File: config.mk
export PLATFORM = sky130hd
export DESIGN_NAME = sd_blk_arbiter_flat
export DESIGN_NICKNAME = d
export VERILOG_FILES = /design/src/rtl/sd_blk_pkg.sv /design/src/rtl/sd_blk_arbiter_if.sv /design/src/rtl/sd_blk_chan.sv /design/src/rtl/sd_blk_arbiter.sv /design/src/flat_wrapper.sv
export SDC_FILE = /design/constraint.sdc
export NUM_CORES = 1
export LEC_CHECK = 0
export ABC_CLOCK_PERIOD_IN_PS = 5600
export BUFFER_PORTS_ARGS = -buffer_cell sky130_fd_sc_hd__clkbuf_2
export CAP_MARGIN = 20
export CORE_MARGIN = 2
export CORE_UTILIZATION = 29
export CTS_CLUSTER_SIZE = 10
export DETAILED_ROUTE_END_ITERATION = 10
export SLEW_MARGIN = 20
export SYNTH_ARGS = -nofsm -noshare
export SYNTH_HDL_FRONTEND = slang
export SYNTH_HIERARCHICAL = 1
export SYNTH_SLANG_ARGS = --single-unit
File: constraint.sdc
create_clock -name clk_sys -period 5.6 [get_ports clk_sys]
set_clock_uncertainty 0.05 [all_clocks]
set_input_delay 1.12 -clock clk_sys [delete_from_list [all_inputs] [get_ports clk_sys]]
set_output_delay 1.12 -clock clk_sys [all_outputs]
set_load 0.02 [all_outputs]
File: src/rtl/sd_blk_pkg.sv
// Shared types and the round-robin picker for the block-device arbiter.
package sd_blk_pkg;

    localparam int unsigned MAX_CH = 8;

    typedef enum logic [1:0] {
        IDLE,
        REQ,
        XFER,
        FIN
    } state_t;

    typedef struct packed {
        logic       valid;
        logic [2:0] idx;
    } pick_t;

    // First set bit of pend at or above ptr, wrapping at n; ptr must be < n.
    function automatic pick_t rr_pick(
        input logic [MAX_CH-1:0] pend,
        input logic [2:0]        ptr,
        input logic [3:0]        n
    );
        pick_t      r;
        logic [3:0] idx;
        r = '0;
        for (int unsigned k = 0; k < MAX_CH; k++) begin
            idx = {1'b0, ptr} + 4'(k);
            if (idx >= n) begin
                idx = idx - n;
            end
            if (!r.valid && (4'(k) < n) && pend[idx[2:0]]) begin
                r.valid = 1'b1;
                r.idx   = idx[2:0];
            end
        end
        return r;
    endfunction

endpackage

File: src/rtl/sd_blk_arbiter_if.sv
// hps_io side of the block-device handshake, one bit/slice per channel.
interface sd_blk_arbiter_if #(
    parameter int unsigned NUM_CH = 3,
    parameter int unsigned LBA_W  = 32
);
    logic [NUM_CH*LBA_W-1:0] sd_lba;
    logic [NUM_CH-1:0]       sd_rd;
    logic [NUM_CH-1:0]       sd_wr;
    logic [NUM_CH-1:0]       sd_ack;

    modport master (
        output sd_lba,
        output sd_rd,
        output sd_wr,
        input  sd_ack
    );

    modport slave (
        input  sd_lba,
        input  sd_rd,
        input  sd_wr,
        output sd_ack
    );
endinterface

File: src/rtl/sd_blk_chan.sv
// Per-channel state: mount/protect flags, pending bits, LBA latch and err pulse.
module sd_blk_chan #(
    parameter int unsigned LBA_W = 32
) (
    input  logic             clk,
    input  logic             reset,
    input  logic             req_rd,
    input  logic             req_wr,
    input  logic [LBA_W-1:0] req_lba,
    input  logic             img_mounted,
    input  logic             img_readonly,
    input  logic             img_size_nz,
    input  logic             grant_rd,
    input  logic             grant_wr,
    input  logic             active,
    input  logic             timeout,
    output logic             pend_rd,
    output logic             pend_wr,
    output logic [LBA_W-1:0] lba,
    output logic             mounted,
    output logic             protect,
    output logic             err
);
    logic acc_rd;
    logic acc_wr;
    logic reject;

    always_comb begin
        acc_rd = req_rd & mounted;
        acc_wr = req_wr & mounted & ~protect;
        reject = (req_rd & ~acc_rd) | (req_wr & ~acc_wr);
    end

    always_ff @(posedge clk) begin
        if (reset) begin
            pend_rd <= 1'b0;
            pend_wr <= 1'b0;
            lba     <= '0;
            mounted <= 1'b0;
            protect <= 1'b0;
            err     <= 1'b0;
        end else begin
            if (req_rd || req_wr) begin
                lba <= req_lba;
            end
            if (img_mounted) begin
                mounted <= img_size_nz;
                protect <= img_readonly;
                pend_rd <= 1'b0;
                pend_wr <= 1'b0;
            end else begin
                // A new request beats the grant clear so it survives as a fresh operation.
                pend_rd <= (pend_rd & ~grant_rd) | acc_rd;
                pend_wr <= (pend_wr & ~grant_wr) | acc_wr;
            end
            err <= reject | (img_mounted & active) | timeout;
        end
    end
endmodule

File: src/rtl/sd_blk_arbiter.sv
// Round-robin arbiter sharing the hps_io sd_rd/sd_wr/sd_ack handshake among NUM_CH block devices.
module sd_blk_arbiter #(
    parameter int unsigned NUM_CH      = 3,
    parameter int unsigned LBA_W       = 32,
    parameter int unsigned TIMEOUT_CYC = 0
) (
    input  logic                    clk_sys,
    input  logic                    reset,
    input  logic [NUM_CH-1:0]       req_rd,
    input  logic [NUM_CH-1:0]       req_wr,
    input  logic [NUM_CH*LBA_W-1:0] req_lba,
    input  logic [NUM_CH-1:0]       img_mounted,
    input  logic                    img_readonly,
    input  logic                    img_size_nz,
    sd_blk_arbiter_if.master        sd,
    output logic [NUM_CH-1:0]       mounted,
    output logic [NUM_CH-1:0]       protect,
    output logic [NUM_CH-1:0]       cpu_wait,
    output logic [NUM_CH-1:0]       done,
    output logic [NUM_CH-1:0]       err
);
    import sd_blk_pkg::*;

    localparam int unsigned      CNT_W    = (TIMEOUT_CYC == 0) ? 1 : $clog2(TIMEOUT_CYC + 1);
    localparam logic [CNT_W-1:0] CNT_LAST = CNT_W'((TIMEOUT_CYC == 0) ? 0 : TIMEOUT_CYC - 1);

    state_t                  state;
    logic [2:0]              g;
    logic [2:0]              rr_ptr;
    logic [CNT_W-1:0]        cnt;
    logic [NUM_CH-1:0]       rd_q;
    logic [NUM_CH-1:0]       wr_q;
    logic [NUM_CH-1:0]       ack_q;
    logic [NUM_CH-1:0]       pend_rd;
    logic [NUM_CH-1:0]       pend_wr;
    logic [NUM_CH-1:0]       gsel;
    logic [NUM_CH-1:0]       pick_oh;
    logic [NUM_CH-1:0]       grant_rd;
    logic [NUM_CH-1:0]       grant_wr;
    logic [NUM_CH-1:0]       active;
    logic [NUM_CH-1:0]       timeout;
    logic [NUM_CH*LBA_W-1:0] lba_flat;
    pick_t                   pick;
    logic                    grant_go;
    logic                    ack_cur;
    logic                    ack_old;
    logic                    ack_rise;
    logic                    ack_fall;
    logic                    abort;
    logic                    timeout_hit;

    always_comb begin
        gsel     = NUM_CH'(1) << g;
        // Channels being (re)mounted this cycle lose their pending bits, so never grant them.
        pick     = rr_pick(MAX_CH'((pend_rd | pend_wr) & ~img_mounted), rr_ptr, 4'(NUM_CH));
        pick_oh  = NUM_CH'(1) << pick.idx;
        grant_go = (state == IDLE) && pick.valid;
        grant_rd = grant_go ? (pick_oh & pend_rd) : '0;
        grant_wr = (grant_go && (grant_rd == '0)) ? (pick_oh & pend_wr) : '0;
        ack_cur  = |(sd.sd_ack & gsel);
        ack_old  = |(ack_q & gsel);
        ack_rise = ack_cur & ~ack_old;
        ack_fall = ~ack_cur & ack_old;
        active   = (state != IDLE) ? gsel : '0;
        abort    = |(img_mounted & active);
        timeout_hit = (TIMEOUT_CYC != 0) && (state == REQ) && !ack_rise && !abort
                      && (cnt == CNT_LAST);
        timeout  = timeout_hit ? gsel : '0;
        cpu_wait = pend_rd | pend_wr | active;
    end

    assign sd.sd_rd  = rd_q;
    assign sd.sd_wr  = wr_q;
    assign sd.sd_lba = lba_flat;

    always_ff @(posedge clk_sys) begin
        if (reset) begin
            state  <= IDLE;
            g      <= '0;
            rr_ptr <= '0;
            cnt    <= '0;
            rd_q   <= '0;
            wr_q   <= '0;
            ack_q  <= '0;
            done   <= '0;
        end else begin
            ack_q <= sd.sd_ack;
            done  <= '0;
            if (abort) begin
                state <= IDLE;
                rd_q  <= '0;
                wr_q  <= '0;
            end else begin
                case (state)
                    IDLE: begin
                        if (grant_go) begin
                            g     <= pick.idx;
                            cnt   <= '0;
                            state <= REQ;
                            if (grant_rd != '0) begin
                                rd_q <= pick_oh;
                            end else begin
                                wr_q <= pick_oh;
                            end
                        end
                    end
                    REQ: begin
                        if (ack_rise) begin
                            rd_q  <= '0;
                            wr_q  <= '0;
                            state <= XFER;
                        end else if (timeout_hit) begin
                            rd_q  <= '0;
                            wr_q  <= '0;
                            state <= IDLE;
                        end else begin
                            cnt <= cnt + CNT_W'(1);
                        end
                    end
                    XFER: begin
                        if (ack_fall) begin
                            state <= FIN;
                        end
                    end
                    FIN: begin
                        done   <= gsel;
                        rr_ptr <= (g == 3'(NUM_CH - 1)) ? 3'd0 : g + 3'd1;
                        state  <= IDLE;
                    end
                    default: state <= IDLE;
                endcase
            end
        end
    end

    for (genvar i = 0; i < NUM_CH; i++) begin : g_chan
        sd_blk_chan #(
            .LBA_W(LBA_W)
        ) u_chan (
            .clk          (clk_sys),
            .reset        (reset),
            .req_rd       (req_rd[i]),
            .req_wr       (req_wr[i]),
            .req_lba      (req_lba[i*LBA_W +: LBA_W]),
            .img_mounted  (img_mounted[i]),
            .img_readonly (img_readonly),
            .img_size_nz  (img_size_nz),
            .grant_rd     (grant_rd[i]),
            .grant_wr     (grant_wr[i]),
            .active       (active[i]),
            .timeout      (timeout[i]),
            .pend_rd      (pend_rd[i]),
            .pend_wr      (pend_wr[i]),
            .lba          (lba_flat[i*LBA_W +: LBA_W]),
            .mounted      (mounted[i]),
            .protect      (protect[i]),
            .err          (err[i])
        );
    end
endmodule

File: src/flat_wrapper.sv
// flat-port wrapper written by rule: the top's interface ports become plain ports
module sd_blk_arbiter_flat import sd_blk_pkg::*;
#(
    parameter int unsigned NUM_CH      = 3,
    parameter int unsigned LBA_W       = 32,
    parameter int unsigned TIMEOUT_CYC = 0
)
  (clk_sys, reset, req_rd, req_wr, req_lba, img_mounted, img_readonly, img_size_nz, mounted, protect, cpu_wait, done, err, sd_sd_lba, sd_sd_rd, sd_sd_wr, sd_sd_ack);
  sd_blk_arbiter_if #(.NUM_CH(NUM_CH), .LBA_W(LBA_W)) sd_i ();
  input  logic clk_sys;
  input  logic reset;
  input  logic [NUM_CH-1:0] req_rd;
  input  logic [NUM_CH-1:0] req_wr;
  input  logic [NUM_CH*LBA_W-1:0] req_lba;
  input  logic [NUM_CH-1:0] img_mounted;
  input  logic img_readonly;
  input  logic img_size_nz;
  output logic [NUM_CH-1:0] mounted;
  output logic [NUM_CH-1:0] protect;
  output logic [NUM_CH-1:0] cpu_wait;
  output logic [NUM_CH-1:0] done;
  output logic [NUM_CH-1:0] err;
  output wire logic [$bits(sd_i.sd_lba)-1:0] sd_sd_lba;
  output wire logic [$bits(sd_i.sd_rd)-1:0] sd_sd_rd;
  output wire logic [$bits(sd_i.sd_wr)-1:0] sd_sd_wr;
  input wire logic [$bits(sd_i.sd_ack)-1:0] sd_sd_ack;
  assign sd_sd_lba = sd_i.sd_lba;
  assign sd_sd_rd = sd_i.sd_rd;
  assign sd_sd_wr = sd_i.sd_wr;
  assign sd_i.sd_ack = sd_sd_ack;
  sd_blk_arbiter #(.NUM_CH(NUM_CH), .LBA_W(LBA_W), .TIMEOUT_CYC(TIMEOUT_CYC)) u_core (.clk_sys(clk_sys), .reset(reset), .req_rd(req_rd), .req_wr(req_wr), .req_lba(req_lba), .img_mounted(img_mounted), .img_readonly(img_readonly), .img_size_nz(img_size_nz), .sd(sd_i), .mounted(mounted), .protect(protect), .cpu_wait(cpu_wait), .done(done), .err(err));
endmodule
==> summary.txt <==
Floorplan
  – Die width: between 150 and 200 um
  – Chip height: 150 um
  – Die area: about 23000 um^2
  – Starting Density: 0.295
  – I/O Pins: between 200 and 250
  – Core Box Area: around 21000 um^2
  – Row count: 53

Clock tree
  – Clk buf depth: 2
  – # clock sinks: between 100 and 150
  – Post-CTS sizing: 0
  – Reg clk slew, reported paths: 0.06 ns
  – Post-CTS Hold Fix Bufs: 0
  – CTS Buf Count: 17
  – Clk_lat worst skew: 0.42 ns
  – CTS root buf: clkbuf_16
  – CTS tree: yes
  – Htree depth: 4
  – Post-CTS setup buffers: 0

Synth
  – Ys flop type: dfxtp_1
  – Post-synthesis cell count: 696
  – Syn Area/Cell: roughly 8.9 um^2
  – Yosys reg bits: between 100 and 150
  – Post-Syn Area: 6190 um^2
  – Sequential fraction of the synthesis area: 0.424
  – Synthesis Warnings: 6
  – FFs w/ async S/R, synth: 0
  – Synth unique cells: 57
  – Number of synthesized flops with an enable pin: 0

Power and ir drop
  – Max VDD drop: around 0.17 mV
  – Leak Pwr: ~0.0033 uW
  – Combinational Power Share: 0.160
  – P_sw: between 700 and 800 uW
  – Sw Ratio: 0.278
  – Clock network fraction of total power: 0.448
  – Pwr/cell area: 326 nW/um^2
  – Sequential share of power: 0.392
  – Internal: between 1500 and 2000 uW

STA
  – Final critical-path share of the clock period: 0.682
  – RSZ-0062 raised after global routing: no
  – Worst-margin pin slew: ~1.0 ns
  – Final Hold Viols: 0
  – Max Clk Rate: around 0.26 GHz
  – Max-slew headroom: 0.311
  – WHS: just over 0.4 ns
  – Slew Viols, Final: 0
  – Worst Setup Slack, final: 1.78 ns
  – Fin crit period: roughly 3.8 ns
  – Final setup vio count: 0
  – Setup_tns: 0 ns

Setup path
  – CP endpoint: u_core/g_chan[0].u_chan/pend_wr$_SDFF_PP0_
  – Worst setup path startpoint: u_core/rr_ptr[0]$_SDFFE_PP0P_
  – Arrival @ worst endpoint: 4.03 ns
  – CP startpoint kind: flip-flop
  – Critical Path, Cell by Cell: ha_1, ha_1, nor2b_1, o311ai_0, o211ai_1, a31o_1, a311o_2, nor2_1, and3_1, nand2b_1, a211oi_1
  – Top cell by count, worst path: ha_1
  – Crit-path max FO: 20
  – R2r setup slk: roughly 1.8 ns
  – Critical setup path kind: flip-flop to flip-flop
  – Worst Path Required: just under 6 ns
  – CP peak stage delay: approximately 0.75 ns
  – Critical R2R Capture: u_core/g_chan[0].u_chan/pend_wr$_SDFF_PP0_
  – Reg-to-Reg Start: u_core/rr_ptr[0]$_SDFFE_PP0P_
  – Reg2reg path depth: 11
  – CP endpoint kind: flip-flop
  – Slowest-stage cell, CP: dfxtp_1

Outcome
  – Status: complete, no violations

Detailed routing
  – Vias/cell: between 4 and 5
  – Drt total wl: 17.1 mm
  – Antenna-violating nets left: 0
  – DR pass1 iterations: 4
  – # DRC: 0
  – Routed length per instance: between 10 and 15 um
  – DR vias: roughly 5.7k
  – Drt initial violations: between 300 and 400

Min path
  – Worst hold path depth: 2
  – Hold Startpoint: u_core/sd.sd_wr[1]$_SDFFE_PP0P_
  – HP Class: flip-flop to flip-flop

Finish
  – Area grow syn2layout: 29.2%
  – Share of cells above drive strength 1: 0.327
  – Fin nets: just over 1k
  – Fin cells: 1172
  – Inserted Diodes: 0
  – Fill cells: 2237

GRT
  – Number of global-route vias before repair: ~5.3k
  – First-pass GRT wire length: about 27 mm
  – Gr ovfl total: 0
  – Initial antenna violation count: 0
  – GR Util All Layers: 0.148
  – Pin count of the biggest net entering global routing: approximately 70

Placed design
  – RD Place Congestion: approximately 0.8
  – Post-Place Setup Slack: between 1.5 and 2 ns
  – HPWL after DPL: 11.4 mm
  – IO Port Bufs: approximately 230
  – Cell count after placement: around 1.1k

Run
  – MaxCap Viol Count: 0
## per-stage QoR
| step | utilization | total power, uW | area (um^2) |
|---|---|---|---|
| after floorplan | - | 1320 | 6190 |
| after global placement | 0.352 | 1460 | 7370 |
| after detailed placement | 0.352 | 1460 | 7370 |
| after CTS | 0.382 | 2660 | 8000 |
| after global routing | 0.382 | 2730 | 8000 |
| final | 0.382 | 2610 | 8000 |
## power by group through the flow
stage	Combinational, uW	Clock (uW)	Sequential, uW
global route	460	1240	1030
global placement	416	0	1040
detailed placement	419	0	1040
finish	417	1170	1020
CTS	421	1210	1020
floorplan	218	0	1100
## kinds of logic (layout without fill, tap and decap cells)
| family | count (synthesis) | after routing | share of synthesized area |
|---|---|---|---|
| adder cells (fa/ha/maj) | 12 | 12 | 0.0243 |
| XOR/XNOR | 3 | 3 | 0.00425 |
| flip-flops | 131 | 131 | 0.424 |
| other | 1 | 3 | 0.000606 |
| buffers and inverters | 74 | 273 | 0.0588 |
| AND/OR/NAND/NOR | 195 | 195 | 0.220 |
| multiplexers | 19 | 19 | 0.0317 |
| AO/OA/AOI/OAI | 261 | 261 | 0.236 |
## metal layers
layer	global-route usage	up-vias	share of wire	routed length, um
met5	0	-	0	0
met4	0.0495	0	0.013	224
met3	0.0451	13	0.057	975
met2	0.242	141	0.48	8220
met1	0.186	2658	0.45	7640
li1	-	2906	-	-
## worst min-delay path by stage
stage | end | slack (ns)
floorplan | u_core/g_chan[0].u_chan/pend_wr$_SDFF_PP0_ | 0.41
finish | u_core/sd.sd_wr[1]$_SDFFE_PP0P_ | 0.41
detailed placement | u_core/sd.sd_wr[2]$_SDFFE_PP0P_ | 0.41
global placement | u_core/sd.sd_rd[1]$_SDFFE_PP0P_ | 0.41
CTS | u_core/sd.sd_wr[1]$_SDFFE_PP0P_ | 0.42
global route | u_core/sd.sd_wr[1]$_SDFFE_PP0P_ | 0.44
## registers in the layout, indices dropped and copies added, names as in the netlist, 3 cells and up
| name | count |
|---|---|
| u_core/ack_q | 3 |
| u_core/done | 3 |
| u_core/g | 3 |
| u_core/g_chan.u_chan/err | 3 |
| u_core/g_chan.u_chan/lba | 96 |
| u_core/g_chan.u_chan/mounted | 3 |
| u_core/g_chan.u_chan/pend_rd | 3 |
| u_core/g_chan.u_chan/pend_wr | 3 |
| u_core/g_chan.u_chan/protect | 3 |
| u_core/rr_ptr | 3 |
| u_core/sd.sd_rd | 3 |
| u_core/sd.sd_wr | 3 |
## layout by cell type (no fill, tap or decap), types with 3 or more instances in the layout
cell type   instances
a211oi_1           10
a21oi_1           112
a221oi_1            3
a311oi_1            3
and3_1              4
buf_4               3
bufinv_16           3
clkbuf_16          17
clkbuf_2          225
clkbuf_8            3
clkinv_2            3
clkinvlp_4          3
conb_1              3
dfxtp_1           131
ha_1               12
inv_1              10
mux2i_1            17
nand2_1            16
nand2b_1           12
nand3_1             3
nand3b_1            3
nor2_1             29
nor2b_1             8
nor3_1              7
o21a_1              3
o21ai_0           101
o21ai_1             5
o21bai_1            4
or2_2               3
or3_1               3
or3b_1             76
or3b_2             21
xnor2_1             3
## cell usage after synthesis, types with 3 or more instances
cell type,instances,share of area
and3_1,4,0.0040
clkbuf_2,3,0.0024
nand2_1,16,0.0097
dfxtp_1,131,0.42
nand2b_1,12,0.012
nand3b_1,3,0.0036
ha_1,12,0.024
nor2_1,29,0.018
o21bai_1,4,0.0049
or3b_2,21,0.030
xnor2_1,3,0.0042
or3_1,3,0.0030
nand3_1,3,0.0024
or3b_1,76,0.11
a311oi_1,3,0.0042
mux2i_1,17,0.028
a211oi_1,10,0.012
clkbuf_1,41,0.025
nor2b_1,8,0.0081
or2_2,3,0.0030
o21a_1,3,0.0036
a221oi_1,3,0.0042
buf_2,6,0.0049
inv_1,10,0.0061
buf_6,10,0.018
a21oi_1,112,0.091
buf_1,3,0.0018
nor3_1,7,0.0057
o21ai_0,101,0.082
o21ai_1,5,0.0040
## worst max-delay path, delay by kind of cell, from the launching register on
family	cells	cell delay, ns
AO/OA/AOI/OAI	5	1.68
AND/OR/NAND/NOR	4	0.61
flip-flops	1	0.75
adder cells (fa/ha/maj)	2	0.56
## area by class of cell
class | instances | area [um^2] | share of cell area
Multi-Input combinational cell | 493 | 3210 | 0.401
Sequential cell | 131 | 2620 | 0.328
Timing Repair Buffer | 230 | 1160 | 0.145
Clock buffer | 20 | 467 | 0.0584
Tap cell | 275 | 344 | 0.0430
Clock inverter | 12 | 154 | 0.0192
Inverter | 11 | 41.3 | 0.00516
Note: power is estimated with default switching activity, not from simulation.
